File: src/rtl/tape_player.sv
// Cassette playback engine: fetches bytes from a synchronous tape RAM and
// serialises each one as a framed square-wave bitstream on the cassette line.
module tape_player #(
   parameter int ADDR_W     = 16,
   parameter int HALF_ONE   = 1,
   parameter int HALF_ZERO  = 2,
   parameter int START_BITS = 1,
   parameter int STOP_BITS  = 2,
   parameter int MSB_FIRST  = 0
) (
   input  logic              clk,
   input  logic              reset,
   input  logic              ce_tape,
   input  logic              loaded,
   input  logic [ADDR_W-1:0] length,
   input  logic              pause,
   input  logic              stop,
   output logic [ADDR_W-1:0] mem_addr,
   input  logic [7:0]        mem_data,
   output logic              req,
   output logic              out,
   output logic [ADDR_W-1:0] progress,
   output logic              done
);
   localparam int         FRAME_LEN  = START_BITS + 8 + STOP_BITS;
   localparam logic [3:0] LAST_BIT   = 4'(FRAME_LEN - 1);
   localparam logic [7:0] TICKS_ONE  = 8'(HALF_ONE);
   localparam logic [7:0] TICKS_ZERO = 8'(HALF_ZERO);

   typedef enum logic [2:0] {S_IDLE, S_FETCH, S_LOAD, S_HIGH, S_LOW} state_t;

   state_t            r_state, w_next_state;
   logic [ADDR_W-1:0] r_length, r_mem_addr, r_progress;
   logic [13:0]       r_frame;
   logic [7:0]        r_tick;
   logic [3:0]        r_bit_cnt;
   logic              r_done;

   logic              w_tick, w_half_end, w_last_bit, w_more_bytes;
   logic [7:0]        w_half, w_data_ord;
   logic [13:0]       w_frame;

   assign w_tick       = ce_tape && !pause;
   assign w_half       = r_frame[0] ? TICKS_ONE : TICKS_ZERO;
   assign w_half_end   = w_tick && (r_tick == w_half - 8'd1);
   assign w_last_bit   = (r_bit_cnt == LAST_BIT);
   assign w_more_bytes = (({1'b0, r_progress} + (ADDR_W + 1)'(1)) < {1'b0, r_length});

   always_comb begin
      w_data_ord = mem_data;
      if (MSB_FIRST != 0) begin
         for (int i = 0; i < 8; i++) w_data_ord[i] = mem_data[7 - i];
      end
   end

   // Bit 0 is sent first; shifting in ones above the data leaves the stop bits in place.
   assign w_frame = {6'h3F, w_data_ord} << START_BITS;

   // NOTE: state is updated with non-blocking assignments so every process sees the pre-edge value.
   always_ff @(posedge clk or posedge reset) begin
      if (reset) r_state <= S_IDLE;
      else       r_state <= w_next_state;
   end

   always_comb begin
      // NOTE: hold-current default first, so no path through this block infers a latch.
      w_next_state = r_state;
      if (stop) begin
         w_next_state = S_IDLE;
      end else if (loaded) begin
         w_next_state = (length != '0) ? S_FETCH : S_IDLE;
      end else if (!pause) begin
         case (r_state)
            S_FETCH: w_next_state = S_LOAD;
            S_LOAD:  w_next_state = S_HIGH;
            S_HIGH:  if (w_half_end) w_next_state = S_LOW;
            S_LOW: begin
               if (w_half_end) begin
                  if (!w_last_bit)       w_next_state = S_HIGH;
                  else if (w_more_bytes) w_next_state = S_FETCH;
                  else                   w_next_state = S_IDLE;
               end
            end
            default: w_next_state = r_state;
         endcase
      end
   end

   always_comb begin
      out      = (r_state == S_HIGH);
      req      = (r_state != S_IDLE);
      mem_addr = r_mem_addr;
      progress = r_progress;
      done     = r_done;
   end

   always_ff @(posedge clk or posedge reset) begin
      if (reset) begin
         r_length   <= '0;
         r_mem_addr <= '0;
         r_progress <= '0;
         r_frame    <= '0;
         r_tick     <= '0;
         r_bit_cnt  <= '0;
         r_done     <= 1'b0;
      end else begin
         r_done <= 1'b0;
         if (stop) begin
            r_mem_addr <= '0;
            r_progress <= '0;
            r_tick     <= '0;
            r_bit_cnt  <= '0;
         end else if (loaded) begin
            r_length   <= length;
            r_mem_addr <= '0;
            r_progress <= '0;
            r_tick     <= '0;
            r_bit_cnt  <= '0;
            r_done     <= (length == '0);
         end else if (!pause) begin
            case (r_state)
               S_LOAD: begin
                  r_frame   <= w_frame;
                  r_tick    <= '0;
                  r_bit_cnt <= '0;
               end
               S_HIGH: begin
                  if (w_tick) r_tick <= w_half_end ? '0 : r_tick + 8'd1;
               end
               S_LOW: begin
                  if (w_tick) begin
                     if (!w_half_end) begin
                        r_tick <= r_tick + 8'd1;
                     end else begin
                        r_tick <= '0;
                        if (!w_last_bit) begin
                           r_frame   <= {1'b1, r_frame[13:1]};
                           r_bit_cnt <= r_bit_cnt + 4'd1;
                        end else if (w_more_bytes) begin
                           r_progress <= r_progress + ADDR_W'(1);
                           r_mem_addr <= r_mem_addr + ADDR_W'(1);
                        end else begin
                           r_done <= 1'b1;
                        end
                     end
                  end
               end
               default: ;
            endcase
         end
      end
   end
endmodule

File: config.mk
export PLATFORM = sky130hd
export DESIGN_NAME = tape_player
export DESIGN_NICKNAME = d
export VERILOG_FILES = /design/src/rtl/tape_player.sv
export SDC_FILE = /design/constraint.sdc
export NUM_CORES = 1
export LEC_CHECK = 0
export ABC_AREA = 1
export CAP_MARGIN = 25
export CELL_PAD_IN_SITES_DETAIL_PLACEMENT = 0
export CELL_PAD_IN_SITES_GLOBAL_PLACEMENT = 1
export CORE_ASPECT_RATIO = 1.5
export CORE_UTILIZATION = 41
export DETAILED_ROUTE_END_ITERATION = 8
export PLACE_DENSITY = 0.83
export SYNTH_ARGS = -nofsm -noshare
export SYNTH_HDL_FRONTEND = slang
export SYNTH_SLANG_ARGS = --single-unit
File: constraint.sdc
create_clock -name clk -period 3.55 [get_ports clk]
set_input_delay 0.5325 -clock clk [delete_from_list [all_inputs] [get_ports clk]]
set_output_delay 0.5325 -clock clk [all_outputs]
set_load 0.05 [all_outputs]
==> impl_summary.txt <==
----------------------------------------------------
[Timing]
  Clock Skews ... 10.6 ps
  Fin worst setup slack ... 347 ps
  Hold Vio Cnt, Final ... 0
  Max_slew headroom ... 0.596
  Ratio of final minimum period to clock period ... 0.902
  Pin slew with the least headroom to its limit ... 601 ps
  Total count of max-transition violations in the final report ... 0
  Final setup violation count ... 0
  Final critical path time including I/O delays and setup ... 3200 ps
  Setup repair after global routing missed its margin ... false
  Highest attainable clock frequency ... 0.312 GHz
  Setup TNS after final layout ... 0 ps

[Yosys]
  Simple-Gate Fraction of Synth Area ... 0.304
  Xor and xnor area share after synthesis ... 0.0355
  Fraction of post-synthesis cell area in the top cell type by area ... 0.416
  Cell area after synthesis ... 4690 µm²
  Number of different library cells in the post-synthesis netlist ... 37
  Proportion of synthesized area in mux cells ... 0.0195
  Total nets after synthesis ... 657
  Post-synthesis sequential element count ... 78
  Post-Synthesis Cells ... 607
  Library cell occupying the most area in the post-synthesis netlist ... sky130_fd_sc_hd__dfrtp_1
  Mean Syn Cell Area ... 7.73 µm²
  Top area cells in the synthesized netlist ... sky130_fd_sc_hd__dfrtp_1 42%, sky130_fd_sc_hd__nand2_1 13%, sky130_fd_sc_hd__inv_1 5.8%
  Area share of fa/ha/maj cells after synthesis ... 0.0533
  Yosys warning total ... 0
  Compound-Gate Fraction of Synth Area ... 0.0883
  Portion of the post-synthesis area used by sequential elements ... 0.416
  Dominant combinational cell family by area after synthesis ... simple AND/OR/NAND/NOR gates

[Hold path]
  Worst min-delay path class ... reg2reg
  Min-Delay Startpoint ... r_frame[13]
  Number of instances on the worst hold path ... 2

[Global route]
  Global router's overall resource usage ... 0.208
  Pin count of the biggest net entering global routing ... 31
  Via count of the first global-routing pass ... 4102
  Initial antenna violation count ... 0
  Overflow left after global routing ... 0
  Global-route wire length before repair ... 19.1 mm

[Placement]
  Worst-case setup slack after placement ... 342 ps
  Final Wtd Congestion ... 0.869
  Estimated wirelength of the detail-placed design ... 8.69 mm
  Port bufs ... 64

[Job]
  Max Cap Violations ... 0

[Worst setup path]
  Largest incremental delay on the critical path ... 400 ps
  Worst endpoint data arrival time ... 3480 ps
  Kind of end point of the critical path ... register
  Worst r2r path cells ... 20
  Endpoint of the worst setup timing path ... mem_addr[11]
  Startpoint class of the critical path ... register
  Worst R2R Setup Slack ... 350 ps
  Number of gates on the worst path with buffers counted ... 20
  CP Cell Sequence ... ha_1, nand2_1, nor2_1, nand4_1, nor2_2, nand3_1, nand2_1, and2_1, inv_1, ha_1, a21oi_1, nor2_1, nor2_1, nand2_1, nor2_1, nand3_4, nand2_4, buf_4, nand3_1, nand2_1
  Worst flop-to-flop path startpoint ... progress[0]
  CP delay by family, top ... simple AND/OR/NAND/NOR gates
  Kind of critical path ... reg2reg
  Launch point of the worst path ... progress[0]
  R2R Path End ... mem_addr[11]
  Slowest cell on crit path ... sky130_fd_sc_hd__dfrtp_1
  Maximum fanout count along the critical path ... 14
  Bufs and invs on worst path ... 2
  Required time of the worst setup path ... 3820 ps

[Finish]
  Most used cells in the layout excluding fill and tap cells ... 159 x sky130_fd_sc_hd__nand2_1, 78 x sky130_fd_sc_hd__dfrtp_1, 72 x sky130_fd_sc_hd__inv_1
  Syn-to-layout area delta ... 24.2%
  Total Nets Final ... 725
  Most common cell after layout, fill and taps aside ... sky130_fd_sc_hd__nand2_1
  Antenna cells ... 0
  Share of the core filled with cells in the final layout ... 0.524
  Ratio of cells with drive above 1 in the final layout ... 0.0795

[Pwr]
  Total leakage power ... 2.81 nW
  Power per unit of standard cell area ... 407 nW/µm²
  Peak supply drop ... 0.000268 V

[Floorplan]
  Die extent in x ... 89.3 µm
  Die height ... 133 µm
  Core Rows ... 47
  Initial Util ... 0.422
  Top-Level Pins ... 65
  Die area ... 11900 µm²
  Floorplan Core Area ... 11100 µm²

[Clocking]
  CTS H-Tree Depth ... 3
  TritonCTS Sinks ... 78
  Worst skew pair latency ... 340 ps
  TritonCTS clock tree ... built
  Clock buffers created by TritonCTS ... 9
  Clock root cell ... sky130_fd_sc_hd__clkbuf_16
  Clock-pin slew of the registers on the worst-case setup and hold paths ... 60 ps
  Count of hold-fix buffers inserted at cts ... 0
  Longest Clk Path Bufs ... 2

[Detailed routing]
  Count of nets left with antenna violations after detail routing ... 0
  Initial DRC Count ... 180
  Post-route DRC violation count ... 0
  Via count ... 4250
  Pre-Repair DR Iteration Count ... 5
  Via density ... 5.15
  Routed wire per std cell ... 14.0 µm
  Total Routed Length ... 11.5 mm

[Status]
  Outcome ... finished clean

----------------------------------------------------
==> routing by layer <==
metal | global-route usage | share of wire
met5 | 0 | 0
met4 | 0.0802 | 0.023
met3 | 0.0318 | 0.030
met2 | 0.362 | 0.50
met1 | 0.253 | 0.44
==> worst reg2reg max path: stages (launching register included) <==
cell and delay (ps):
sky130_fd_sc_hd__dfrtp_1 400, sky130_fd_sc_hd__ha_1 220, sky130_fd_sc_hd__nand2_1 70, sky130_fd_sc_hd__nor2_1 170, sky130_fd_sc_hd__nand4_1 210, sky130_fd_sc_hd__nor2_2 200
sky130_fd_sc_hd__nand3_1 90, sky130_fd_sc_hd__nand2_1 60, sky130_fd_sc_hd__and2_1 120, sky130_fd_sc_hd__inv_1 50, sky130_fd_sc_hd__ha_1 280, sky130_fd_sc_hd__a21oi_1 130
sky130_fd_sc_hd__nor2_1 50, sky130_fd_sc_hd__nor2_1 80, sky130_fd_sc_hd__nand2_1 50, sky130_fd_sc_hd__nor2_1 210, sky130_fd_sc_hd__nand3_4 140, sky130_fd_sc_hd__nand2_4 220
sky130_fd_sc_hd__buf_4 220, sky130_fd_sc_hd__nand3_1 90, sky130_fd_sc_hd__nand2_1 70
==> cell usage after synthesis (all sizes together) <==
| master | count |
|---|---|
| mux2 | 1 |
| a31o | 2 |
| a21boi | 1 |
| nand4 | 12 |
| buf | 11 |
| xor2 | 14 |
| mux2i | 8 |
| nor4 | 4 |
| nor3b | 6 |
| o21ai | 46 |
| dfrtp | 78 |
| and2 | 1 |
| clkbuf | 3 |
| nor3 | 23 |
| nand2 | 162 |
| ha | 20 |
| xnor2 | 5 |
| nand3b | 2 |
| o21bai | 1 |
| nor2 | 67 |
| nand3 | 42 |
| inv | 78 |
| a21o | 1 |
| a21oi | 19 |
==> logic make-up (layout without fill, tap and decap cells) <==
kind of cell,after synthesis,after routing
flip-flops,78,78
AO/OA/AOI/OAI,70,70
AND/OR/NAND/NOR,319,319
adder cells (fa/ha/maj),20,20
buffers and inverters,92,164
XOR/XNOR,19,19
multiplexers,9,9
==> how the worst min path moves through the flow <==
| stage | endpoint | slack, ps |
|---|---|---|
| 4_1_cts | r_frame[13] | 470 |
| 3_3_place_gp | r_frame[13] | 450 |
| 3_5_place_dp | r_frame[13] | 460 |
| 6_report | r_frame[13] | 470 |
| 5_1_grt | r_frame[13] | 500 |
| 2_1_floorplan | r_frame[13] | 430 |
==> repair_timing <==
| item | in CTS | in global routing |
|---|---|---|
| endpoints found under the hold margin | 0 | 0 |
| setup endpoints to repair | 0 | 5 |
| setup buffers | 0 | 0 |
| gates resized for setup | 0 | 3 |
==> registers in the layout, indices dropped and copies added, names as in the netlist <==
register / cells
r_tick: 8
r_frame: 14
r_length: 16
done: 1
mem_addr: 16
r_bit_cnt: 4
progress: 16
r_state: 3
==> report_power, final <==
part           total [mW]  internal (mW)  switching (mW)  leakage (nW)
logic               0.248         0.0984           0.149          1.61
registers            1.00          0.965          0.0376          1.02
clock network        1.12          0.755           0.365         0.170
==> area by class of cell <==
| class | instances | area [µm²] |
|---|---|---|
| Sequential cell | 78 | 1950 |
| Clock buffer | 11 | 233 |
| Inverter | 78 | 295 |
| Multi-Input combinational cell | 437 | 2350 |
| Timing Repair Buffer | 71 | 693 |
| Tap cell | 147 | 184 |
| Fill cell | 1058 | 5290 |
| Clock inverter | 4 | 120 |
==> per-stage QoR <==
| stage | instances | hold WS, ps | power [mW] | area, µm² |
|---|---|---|---|---|
| 5_1_grt | 826 | 498 | 2.47 | 5830 |
| 3_3_place_gp | 811 | 450 | 1.26 | 5470 |
| 6_report | 826 | 469 | 2.37 | 5830 |
| 2_1_floorplan | 607 | 434 | 1.18 | 4690 |
| 3_5_place_dp | 811 | 461 | 1.27 | 5470 |
| 4_1_cts | 826 | 474 | 2.38 | 5820 |
Note: power is estimated with default switching activity, not from simulation.
